--- config.mk ---
export PLATFORM = sky130hd
export DESIGN_NAME = bist_tpg
export DESIGN_NICKNAME = d
export VERILOG_FILES = /design/src/rtl/bist_tpg.sv
export SDC_FILE = /design/constraint.sdc
export NUM_CORES = 1
export LEC_CHECK = 0
export CELL_PAD_IN_SITES_DETAIL_PLACEMENT = 0
export CELL_PAD_IN_SITES_GLOBAL_PLACEMENT = 2
export CORE_MARGIN = 2
export CORE_UTILIZATION = 29
export CTS_BUF_LIST = sky130_fd_sc_hd__clkbuf_4
export CTS_CLUSTER_DIAMETER = 40
export DETAILED_ROUTE_END_ITERATION = 6
export PLACE_DENSITY = 0.95
export SYNTH_ARGS = -nofsm -noshare
export SYNTH_HDL_FRONTEND = slang
export SYNTH_SLANG_ARGS = --single-unit
--- constraint.sdc ---
create_clock -name clk -period 3.85 [get_ports clk]
set_input_delay 0.77 -clock clk [delete_from_list [all_inputs] [get_ports clk]]
set_output_delay 0.77 -clock clk [all_outputs]
set_load 0.005 [all_outputs]
--- src/rtl/bist_tpg.sv ---
// BIST test-pattern generator: a 128-bit Fibonacci LFSR streams NUM_PATTERNS vectors per start
// over valid/ready. Optional macro BIST_TPG_SEED_PORT_EN adds a runtime seed_in port.
module bist_tpg #(
    parameter int          NUM_PATTERNS = 62,
    parameter int          CNT_W        = 8,
    parameter logic [127:0] SEED        = 128'h1
) (
    input  logic             clk,
    input  logic             rst,
`ifdef BIST_TPG_SEED_PORT_EN
    input  logic [127:0]     seed_in,
`endif
    input  logic             start,
    input  logic             pat_ready,
    output logic [127:0]     pattern,
    output logic             pat_valid,
    output logic             ora_enable,
    output logic [CNT_W-1:0] pat_count,
    output logic             busy,
    output logic             done
);
    typedef enum logic [1:0] {IDLE, LOAD, RUN, DONE} state_t;

    state_t       state, state_nxt;
    logic         xfer;
    logic         last;
    logic [127:0] load_seed;
    logic         fb;

    assign pat_valid  = (state == RUN);
    assign ora_enable = pat_valid & pat_ready;
    assign busy       = (state == LOAD) || (state == RUN);
    assign done       = (state == DONE);
    assign xfer       = ora_enable;
    assign last       = (pat_count == CNT_W'(NUM_PATTERNS - 1));
    assign fb         = pattern[127] ^ pattern[125] ^ pattern[100] ^ pattern[98];

`ifdef BIST_TPG_SEED_PORT_EN
    logic [127:0] seed_q;

    // seed_in is captured on the same edge that samples start; zero would lock the LFSR up
    always_ff @(posedge clk) begin
        if (rst)
            seed_q <= SEED;
        else if (((state == IDLE) || (state == DONE)) && start)
            seed_q <= (seed_in == '0) ? SEED : seed_in;
    end
    assign load_seed = seed_q;
`else
    assign load_seed = SEED;
`endif

    always_ff @(posedge clk) begin
        if (rst)
            state <= IDLE;
        else
            state <= state_nxt;
    end

    always_comb begin
        state_nxt = state;
        case (state)
            IDLE:    if (start) state_nxt = LOAD;
            LOAD:    state_nxt = RUN;
            RUN:     if (xfer && last) state_nxt = DONE;
            DONE:    if (start) state_nxt = LOAD;
            default: state_nxt = IDLE;
        endcase
    end

    // pattern is the LFSR state itself; it keeps the last stepped value through DONE
    always_ff @(posedge clk) begin
        if (rst) begin
            pattern   <= '0;
            pat_count <= '0;
        end else if (state == LOAD) begin
            pattern   <= load_seed;
            pat_count <= '0;
        end else if (xfer) begin
            pattern   <= {pattern[126:0], fb};
            pat_count <= pat_count + 1'b1;
        end
    end
endmodule

==> results.py, run 1 <==
metrics = {
    "floorplan": {
        "die_area_mm2": 0.0181,
        "start_util_pct": 29.7,
        "core.rowCount": 47,
        "core_area_mm2": 0.0166,
        "io_pins": 144,
        "die_w_um": 135,
        "dieHeight_um": 135,
    },
    "timing": {
        "max_slew_margin_pct": 49.4,
        "rsz0062_at_grt": "no",
        "timing.final.ws_setup_ps": 1020,
        "worstMarginPinSlew_ps": 759,
        "post-route-period-util_pct": 73.4,
        "whs_ps": 448,
        "setup_tns_ps": 0,
        "min_period_ps": 2830,
        "hold_viol": 0,
        "fin_skew_ps": 22.1,
        "drv_slew": 0,
        "max_clock_freq_mhz": 354,
        "setup_viol": 0,
    },
    "power": {
        "swShare_pct": 32.7,
        "power_leakage_nw": 2.11,
        "seqPwrFrac_pct": 51.9,
        "peakVddDrop_mv": 0.199,
        "p_comb_share_pct": 18.7,
        "power_switching_mw": 0.926,
        "power_mw": 2.83,
        "powerDensity_mw_per_mm2": 420,
        "power_frac_clock_pct": 29.4,
        "internal_power_mw": 1.91,
    },
    "global_routing": {
        "grt_use_total_pct": 14.0,
        "grt_pass1_wl_mm": 20.2,
        "globalRouteOverflowTotal": 0,
        "grt_max_degree": 135,
        "grt_antenna_before_repair": 0,
        "grt_pass1_vias": 3938,
    },
    "routing": {
        "wl_met1_mm": 5.77,
        "wl_met3_um": 885,
        "wl_per_cell_um": 12.9,
        "post-route-drc-count": 0,
        "vias_per_cell": 4.51,
        "first_pass_iters": 4,
        "highest_layer": "met4",
        "drt_iter0_drc": 236,
        "routed_wl_mm": 12.6,
        "antenna_left": 0,
        "dr_wl_met2_mm": 5.82,
        "via_count": 4398,
    },
    "clock_tree": {
        "numCtsBuffers": 17,
        "path_clk_slew_ps": 130,
        "cts_buffer_depth": 2,
        "ctsHoldBuffers": 0,
        "cts_tree": "done",
        "clock_latency_ps": 540,
        "clock_sinks": 138,
        "post_cts_resized": 0,
        "cts_max_level": 4,
        "cts_root_buffer": "clkbuf_4",
        "post_cts_buffers": 0,
    },
    "layout": {
        "final_cell_count_no_fill": 975,
        "drive_gt1_share_pct": 5.17,
        "layout_common_cells": "258 x nand2_1, 143 x clkdlybuf4s50_1, 138 x dfxtp_1, 130 x a21oi_1, 20 x clkbuf_4",
        "final_net_count": 752,
        "layout_commonest_cell": "nand2_1",
        "fin_area_mm2": 0.00675,
        "final_core_util_pct": 40.6,
        "antennaDiodeCount": 0,
        "fill_cells": 1684,
        "area_growth_pct": 36.7,
    },
    "worst_setup_path": {
        "endpoint_kind": "primary output",
        "worstPathArrival_ps": 2060,
        "cp_slowest_cell": "clkdlybuf4s50_1",
        "cpPeakStageDelay_ps": 600,
        "cp_num_buf_inv": 3,
        "start_kind": "input port",
        "crit_top_cell": "clkdlybuf4s50_1",
        "path_cells": "clkdlybuf4s50_1 > nand2_4 > inv_4 > clkdlybuf4s50_1",
        "critPathTopFamily": "buffers and inverters",
        "crit_fanout": 3,
        "criticalPathCategory": "input port to primary output",
        "crit_required_ps": 3080,
    },
    "placed_design": {
        "dp_slack_ps": 768,
        "place.gp.congestion": 0.714,
        "hpwl_mm": 7.97,
        "numPortBuffers": 143,
        "placed_cell_area_mm2": 0.00652,
        "dpl.cell_count": 943,
    },
    "yosys": {
        "synth.distinct_cells": 26,
        "yosys_register_bits": 138,
        "synth_cells": 619,
        "syn_area_mm2": 0.00494,
        "ys_seq_area_share_pct": 55.9,
        "synth_nets": 629,
        "synth_warnings": 0,
        "syn_avg_cell_area_um2": 7.98,
    },
    "run": {
        "max-cap-violations": 0,
    },
    "worst_hold_path": {
        "worstHoldPathType": "flop to flop",
    },
    "status": {
        "status": "finished clean",
    },
}
-- worst paths after layout --
path | start | endpoint | slack (ps) | cells after the start
max | pat_ready | ora_enable | 1020 | 4
min | pattern[87]$_SDFFE_PP0P_ | pattern[88]$_SDFFE_PP0P_ | 450 | 2
max reg2reg | state[0]$_SDFFE_PP0P_ | pattern[48]$_SDFFE_PP0P_ | 1270 | 7
min reg2reg | pattern[87]$_SDFFE_PP0P_ | pattern[88]$_SDFFE_PP0P_ | 450 | 2
-- routing by layer --
metal | global-route usage (%) | vias to the layer above
li1 | - | 2244
met1 | 17.8 | 2032
met2 | 21.6 | 114
met3 | 5.74 | 8
met4 | 4.50 | 0
met5 | 0 | -
-- kinds of logic after synthesis --
group                    synth area share [%]
flip-flops                               55.9
adder cells (fa/ha/maj)                  1.52
buffers and inverters                    4.41
AND/OR/NAND/NOR                          22.2
AO/OA/AOI/OAI                            14.6
XOR/XNOR                                 1.42
-- power groups by stage --
| stage | combinational [mW] | sequential [mW] | clock, mW |
|---|---|---|---|
| detailed placement | 0.541 | 1.50 | 0 |
| floorplan | 0.380 | 1.50 | 0 |
| global placement | 0.526 | 1.50 | 0 |
| finish | 0.531 | 1.47 | 0.832 |
| CTS | 0.542 | 1.47 | 0.875 |
| global route | 0.594 | 1.48 | 0.936 |
-- registers in the layout (all words and copies together) (netlist names) --
| signal | flops |
|---|---|
| pattern | 128 |
| pat_count | 8 |
| state | 2 |
-- Yosys cell counts --
| library cell | count | share of area [%] |
|---|---|---|
| a21oi_1 | 130 | 13 |
| ha_1 | 6 | 1.5 |
| o41ai_2 | 1 | 0.33 |
| o31ai_1 | 1 | 0.15 |
| nand2_1 | 259 | 20 |
| nand4_4 | 1 | 0.43 |
| xor2_1 | 4 | 0.71 |
| nand2b_1 | 1 | 0.13 |
| a311oi_1 | 1 | 0.18 |
| a32o_1 | 1 | 0.20 |
| xnor2_1 | 4 | 0.71 |
| nand3_1 | 3 | 0.30 |
| o21ai_0 | 2 | 0.20 |
| inv_1 | 5 | 0.38 |
| buf_2 | 24 | 2.4 |
| or3_2 | 2 | 0.30 |
| or2_2 | 1 | 0.13 |
| clkbuf_1 | 18 | 1.4 |
| inv_2 | 1 | 0.076 |
| nor3_1 | 4 | 0.41 |
| a211oi_1 | 1 | 0.15 |
| buf_4 | 1 | 0.15 |
| nor2_1 | 7 | 0.53 |
| nand4_1 | 2 | 0.25 |
| a2bb2oi_1 | 1 | 0.18 |
| dfxtp_1 | 138 | 56 |
-- tightest hold or removal path, cell delays in order, from the launching register on --
cell and delay (ps):
dfxtp_1 340, nand2_1 50, a21oi_1 50
-- layout make-up --
| cell class | count | area (µm²) | area share, % |
|---|---|---|---|
| clock inverters | 12 | 82.6 | 1.22 |
| clock buffers | 20 | 150 | 2.22 |
| flip-flops and latches | 138 | 2760 | 40.9 |
| well taps | 220 | 275 | 4.08 |
| inverters | 6 | 25.0 | 0.371 |
| multi-input cells | 432 | 1970 | 29.2 |
| repair buffers | 147 | 1490 | 22.0 |
Note: power is estimated with default switching activity, not from simulation.
==> run 2: changes to the inputs <==
--- a/config.mk
+++ b/config.mk
@@ -8,11 +8,11 @@
 export CELL_PAD_IN_SITES_DETAIL_PLACEMENT = 0
 export CELL_PAD_IN_SITES_GLOBAL_PLACEMENT = 2
 export CORE_MARGIN = 2
-export CORE_UTILIZATION = 29
+export CORE_UTILIZATION = 25
 export CTS_BUF_LIST = sky130_fd_sc_hd__clkbuf_4
 export CTS_CLUSTER_DIAMETER = 40
 export DETAILED_ROUTE_END_ITERATION = 6
-export PLACE_DENSITY = 0.95
+export PLACE_DENSITY = 0.89
 export SYNTH_ARGS = -nofsm -noshare
 export SYNTH_HDL_FRONTEND = slang
 export SYNTH_SLANG_ARGS = --single-unit
==> constraint.sdc (replaced) <==
create_clock -name clk -period 2.3 [get_ports clk]
set_input_delay 0.46 -clock clk [delete_from_list [all_inputs] [get_ports clk]]
set_output_delay 0.46 -clock clk [all_outputs]
set_load 0.005 [all_outputs]
==> results.py, run 2 (synthesized netlist as in run 1, its figures left out) <==
metrics = {
    "timing": {
        "min_period_ps": 2160,
        "setup_viol": 0,
        "whs_ps": 462,
        "setup_tns_ps": 0,
        "worstMarginPinSlew_ps": 633,
        "post-route-period-util_pct": 93.9,
        "fin_skew_ps": 15.7,
        "hold_viol": 0,
        "drv_slew": 0,
        "max_slew_margin_pct": 57.8,
        "max_clock_freq_mhz": 463,
        "rsz0062_at_grt": "no",
    },
    "worst_setup_path": {
        "criticalPathCategory": "flop to primary output",
        "crit_fanout": 5,
        "worstPathArrival_ps": 1700,
        "regToRegSetupSlack_ps": 540,
        "cpPeakStageDelay_ps": 540,
        "cp_slowest_cell": "clkdlybuf4s50_1",
        "cp_num_buf_inv": 2,
        "rr_startpoint": "state[0]$_SDFFE_PP0P_",
        "critPathTopFamily": "buffers and inverters",
        "path_cells": "inv_1 > ha_4 > clkdlybuf4s50_1",
        "r2r-end": "pattern[61]$_SDFFE_PP0P_",
        "reg2reg_depth": 9,
        "endpoint_kind": "primary output",
        "start_kind": "flop",
        "crit_required_ps": 1840,
    },
    "status": {
        "status": "finished clean",
    },
    "clock_tree": {
        "cts_root_buffer": "clkbuf_4",
        "path_clk_slew_ps": 130,
        "numCtsBuffers": 17,
        "cts_buffer_depth": 2,
        "cts_tree": "done",
        "clock_latency_ps": 510,
        "clock_sinks": 138,
        "cts_max_level": 4,
    },
    "layout": {
        "final_core_util_pct": 36.0,
        "drive_gt1_share_pct": 6.44,
        "fill_cells": 2046,
        "multi_input_area_mm2": 0.00198,
        "layout_commonest_cell": "nand2_1",
        "seq_area_mm2": 0.00277,
        "regMostFlops": "pattern",
        "fin_area_mm2": 0.00698,
        "top_regs": "pattern: 128 flops, pat_count: 8 flops, state: 2 flops",
        "layout_common_cells": "258 x nand2_1, 141 x clkdlybuf4s50_1, 137 x dfxtp_1, 130 x a21oi_1, 19 x clkbuf_4",
        "area_growth_pct": 41.3,
        "antennaDiodeCount": 0,
        "final_net_count": 758,
        "largest_reg_flops": 128,
    },
    "floorplan": {
        "die_area_mm2": 0.0209,
        "core.rowCount": 51,
        "core_area_mm2": 0.0194,
        "dieHeight_um": 145,
        "die_w_um": 145,
        "io_pins": 144,
        "start_util_pct": 25.5,
    },
    "global_routing": {
        "grt_pass1_wl_mm": 21.2,
        "grt_use_total_pct": 12.9,
        "globalRouteOverflowTotal": 0,
        "grt_antenna_before_repair": 0,
        "grt_pass1_vias": 4038,
        "grt_max_degree": 129,
    },
    "power": {
        "power_leakage_nw": 2.20,
        "power_mw": 5.17,
        "powerDensity_mw_per_mm2": 740,
        "peakVddDrop_mv": 0.568,
    },
    "worst_hold_path": {
        "min_to": "pattern[72]$_SDFFE_PP0P_",
        "min-delay-start": "pattern[71]$_SDFFE_PP0P_",
        "holdPathStages": 2,
        "worstHoldPathType": "flop to flop",
    },
    "routing": {
        "post-route-drc-count": 0,
        "wl_per_cell_um": 12.9,
        "routed_wl_mm": 13.2,
        "first_pass_iters": 5,
        "antenna_left": 0,
        "drt_iter0_drc": 211,
        "vias_per_cell": 4.29,
        "via_count": 4405,
    },
    "placed_design": {
        "placed_cell_area_mm2": 0.00664,
        "numPortBuffers": 143,
        "hpwl_mm": 8.18,
        "place.gp.congestion": 0.716,
    },
    "run": {
        "max-cap-violations": 0,
    },
}
run 2: changes by cell type in the layout (fill, tap and decap cells not counted), moves of 2 or more:
cell	delta
buf_12	+4
clkinv_1	-2
clkinv_2	-2
clkdlybuf4s50_1	-2
buf_4	+2
dlygate4sd2_1	+2
bufinv_16	+2
clkinv_4	+2
run 2: where the power goes:
part           switching, mW  internal (mW)
registers             0.0448           2.43
logic                  0.711          0.324
clock network          0.889          0.770
run 2: metal layers:
layer	up-vias	track usage, %	part of all wire (%)
met3	5	5.43	8.1
met1	2025	17.5	48
met2	114	18.6	43
li1	2261	-	-
met5	-	0	0
met4	0	3.68	0.73
run 2: how the worst max path moves through the flow:
| stage | cells after the start | slack, ps | start | end |
|---|---|---|---|---|
| after CTS | 3 | 30 | state[0]$_SDFFE_PP0P_ | pat_valid |
| after floorplan | 6 | 690 | state[0]$_SDFFE_PP0P_ | state[1]$_SDFFE_PP0P_ |
| after global placement | 4 | 150 | pat_ready | ora_enable |
| after global routing | 3 | 6 | state[0]$_SDFFE_PP0P_ | pat_valid |
| final | 3 | 140 | state[0]$_SDFFE_PP0P_ | pat_valid |
| after detailed placement | 4 | 150 | pat_ready | ora_enable |
run 2: timing repair:
| item | 4_1_cts | 5_1_grt |
|---|---|---|
| resized for setup | 6 | 0 |
| setup buffers | 0 | 2 |
| hold buffers | 0 | 0 |
| setup endpoints to repair | 3 | 1 |
run 2: area by class of cell:
cell class / count / area share (%)
Multi-Input combinational cell: 432 / 28.4
Sequential cell: 138 / 39.6
Tap cell: 265 / 4.75
Timing Repair Buffer: 153 / 22.6
Inverter: 6 / 0.359
Clock buffer: 19 / 2.04
Clock inverter: 13 / 2.17
run 2: stage by stage:
stage	setup WS, ps	cells
6_report	140	1026
5_1_grt	6.44	1026
4_1_cts	26.0	1024
3_5_place_dp	151	992
3_3_place_gp	147	992
2_1_floorplan	687	619
run 2: tightest hold or removal path, cell delays in order, from the launching register on:
cell and delay, ps:
dfxtp_1 340, nand2_1 50, a21oi_1 50
==> run 3: changes to the inputs <==
--- a/config.mk
+++ b/config.mk
@@ -8,11 +8,12 @@
 export CELL_PAD_IN_SITES_DETAIL_PLACEMENT = 0
 export CELL_PAD_IN_SITES_GLOBAL_PLACEMENT = 2
 export CORE_MARGIN = 2
-export CORE_UTILIZATION = 25
+export CORE_UTILIZATION = 33
 export CTS_BUF_LIST = sky130_fd_sc_hd__clkbuf_4
 export CTS_CLUSTER_DIAMETER = 40
 export DETAILED_ROUTE_END_ITERATION = 6
-export PLACE_DENSITY = 0.89
+export DONT_BUFFER_PORTS = 1
+export PLACE_DENSITY = 0.88
 export SYNTH_ARGS = -nofsm -noshare
 export SYNTH_HDL_FRONTEND = slang
 export SYNTH_SLANG_ARGS = --single-unit
==> results.py, run 3 (synthesized netlist as in run 1, its figures left out) <==
metrics = {
    "routing": {
        "post-route-drc-count": 0,
        "antenna_left": 0,
        "via_count": 3979,
        "routed_wl_mm": 11.5,
        "first_pass_iters": 6,
        "wl_met1_mm": 4.68,
        "dr_wl_met2_mm": 5.17,
        "drt_iter0_drc": 212,
        "wl_met3_mm": 1.41,
        "wl_per_cell_um": 14.3,
        "vias_per_cell": 4.96,
        "highest_layer": "met4",
    },
    "layout": {
        "antennaDiodeCount": 0,
        "top_regs": "pattern: 128 flops, pat_count: 8 flops, state: 2 flops",
        "final_net_count": 615,
        "drive_gt1_share_pct": 7.28,
        "final_core_util_pct": 36.6,
        "regMostFlops": "pattern",
        "layout_common_cells": "258 x nand2_1, 138 x dfxtp_1, 130 x a21oi_1, 21 x clkbuf_4, 7 x nor2_1",
        "fill_cells": 1511,
        "layout_commonest_cell": "nand2_1",
        "area_growth_pct": 8.16,
        "largest_reg_flops": 128,
    },
    "placed_design": {
        "dp_slack_ps": 429,
        "place.gp.congestion": 0.744,
        "hpwl_mm": 7.68,
        "numPortBuffers": 0,
    },
    "worst_setup_path": {
        "cpPeakStageDelay_ps": 380,
        "endpoint_kind": "primary output",
        "criticalPathCategory": "flop to primary output",
        "regToRegSetupSlack_ps": 530,
        "start_kind": "flop",
        "cp_num_buf_inv": 2,
        "path_cells": "inv_1 > ha_2 > nand2_4 > inv_4",
        "cp_slowest_cell": "dfxtp_1",
        "crit_required_ps": 1840,
        "crit_fanout": 23,
        "critPathTopFamily": "flip-flops",
        "worstPathArrival_ps": 1640,
    },
    "global_routing": {
        "grt_max_degree": 102,
        "grt_antenna_before_repair": 0,
        "grt_use_total_pct": 14.8,
        "grt_pass1_wl_mm": 19.0,
        "globalRouteOverflowTotal": 0,
        "grt_pass1_vias": 3738,
    },
    "timing": {
        "post-route-period-util_pct": 91.5,
        "drv_slew": 0,
        "fin_skew_ps": 16.9,
        "hold_viol": 0,
        "timing.final.ws_setup_ps": 196,
        "max_slew_margin_pct": 67.9,
        "rsz0062_at_grt": "no",
        "max_clock_freq_mhz": 475,
        "setup_tns_ps": 0,
        "setup_viol": 0,
        "worstMarginPinSlew_ps": 481,
        "min_period_ps": 2100,
    },
    "status": {
        "status": "finished clean",
    },
    "worst_hold_path": {
        "worstHoldPathType": "input port to flop",
    },
    "clock_tree": {
        "numCtsBuffers": 17,
        "cts_max_level": 4,
        "cts_root_buffer": "clkbuf_4",
        "cts_buffer_depth": 2,
        "cts_tree": "done",
        "path_clk_slew_ps": 120,
        "post_cts_buffers": 0,
        "clock_sinks": 138,
        "clock_latency_ps": 520,
    },
    "floorplan": {
        "core_area_mm2": 0.0146,
        "start_util_pct": 33.9,
        "die_area_mm2": 0.0160,
        "core.rowCount": 44,
        "io_pins": 144,
        "die_w_um": 126,
        "dieHeight_um": 126,
    },
    "power": {
        "power_leakage_nw": 1.66,
        "powerDensity_mw_per_mm2": 875,
        "peakVddDrop_mv": 0.383,
    },
    "run": {
        "max-cap-violations": 0,
    },
}
-- run 3: cell types whose count changed in the layout (fill, tap and decap cells not counted), moves of 2 or more --
cell and delta:
buf_4 +2, buf_12 -3, clkbuf_4 +2, clkinv_4 -2, bufinv_16 -2, clkdlybuf4s50_1 -141, clkinv_1 +2, dlygate4sd2_1 -2
-- run 3: cell type report --
type	count	area, µm²	share of cell area [%]
clock buffers	21	158	2.95
well taps	184	230	4.31
inverters	6	25.0	0.468
multi-input cells	432	1970	36.9
repair buffers	10	115	2.15
flip-flops and latches	138	2760	51.7
clock inverters	11	80.1	1.50
-- run 3: worst reg2reg max path: cells and delay by family, from the launching register on --
kind	cells	cell delay, ps
buffers and inverters	3	670
DFF	1	380
adders and majority gates	1	310
and+or+nand+nor	2	210
AOI/OAI and AO/OA	1	130
-- run 3: worst paths after layout --
check,depth (start not counted),start,endpoint
worst max-delay path,4,state[0]$_SDFFE_PP0P_,ora_enable
worst min-delay path,2,rst,state[1]$_SDFFE_PP0P_
worst max register to register,7,state[0]$_SDFFE_PP0P_,pattern[123]$_SDFFE_PP0P_
worst min register to register,2,pattern[80]$_SDFFE_PP0P_,pattern[81]$_SDFFE_PP0P_
-- run 3: where the power goes --
part,internal (mW),leakage [nW],switching (mW)
Sequential,2.42,1.11,0.0482
Combinational,0.192,0.412,0.643
Clock,0.562,0.133,0.810
-- run 3: through the flow --
| step | std cells | hold WS (ps) | instance area, µm² | power (mW) |
|---|---|---|---|---|
| floorplan | 619 | 461 | 4940 | 3.14 |
| global placement | 769 | 474 | 5090 | 3.35 |
| detailed placement | 769 | 481 | 5090 | 3.37 |
| CTS | 802 | 64.0 | 5340 | 4.78 |
| global route | 802 | 80.1 | 5340 | 4.97 |
| finish | 802 | 143 | 5340 | 4.68 |
-- run 3: per-layer routing --
| metal | vias to the layer above | global-route usage, % |
|---|---|---|
| li1 | 1984 | - |
| met1 | 1841 | 16.8 |
| met2 | 136 | 22.6 |
| met3 | 18 | 8.86 |
| met4 | 0 | 6.21 |
| met5 | - | 0 |
-- run 3: repair_timing --
action | CTS | global route
gates resized for setup | 1 | 0
hold buffers | 1 | 0
setup endpoints to repair | 1 | 0
endpoints found under the hold margin | 2 | 0
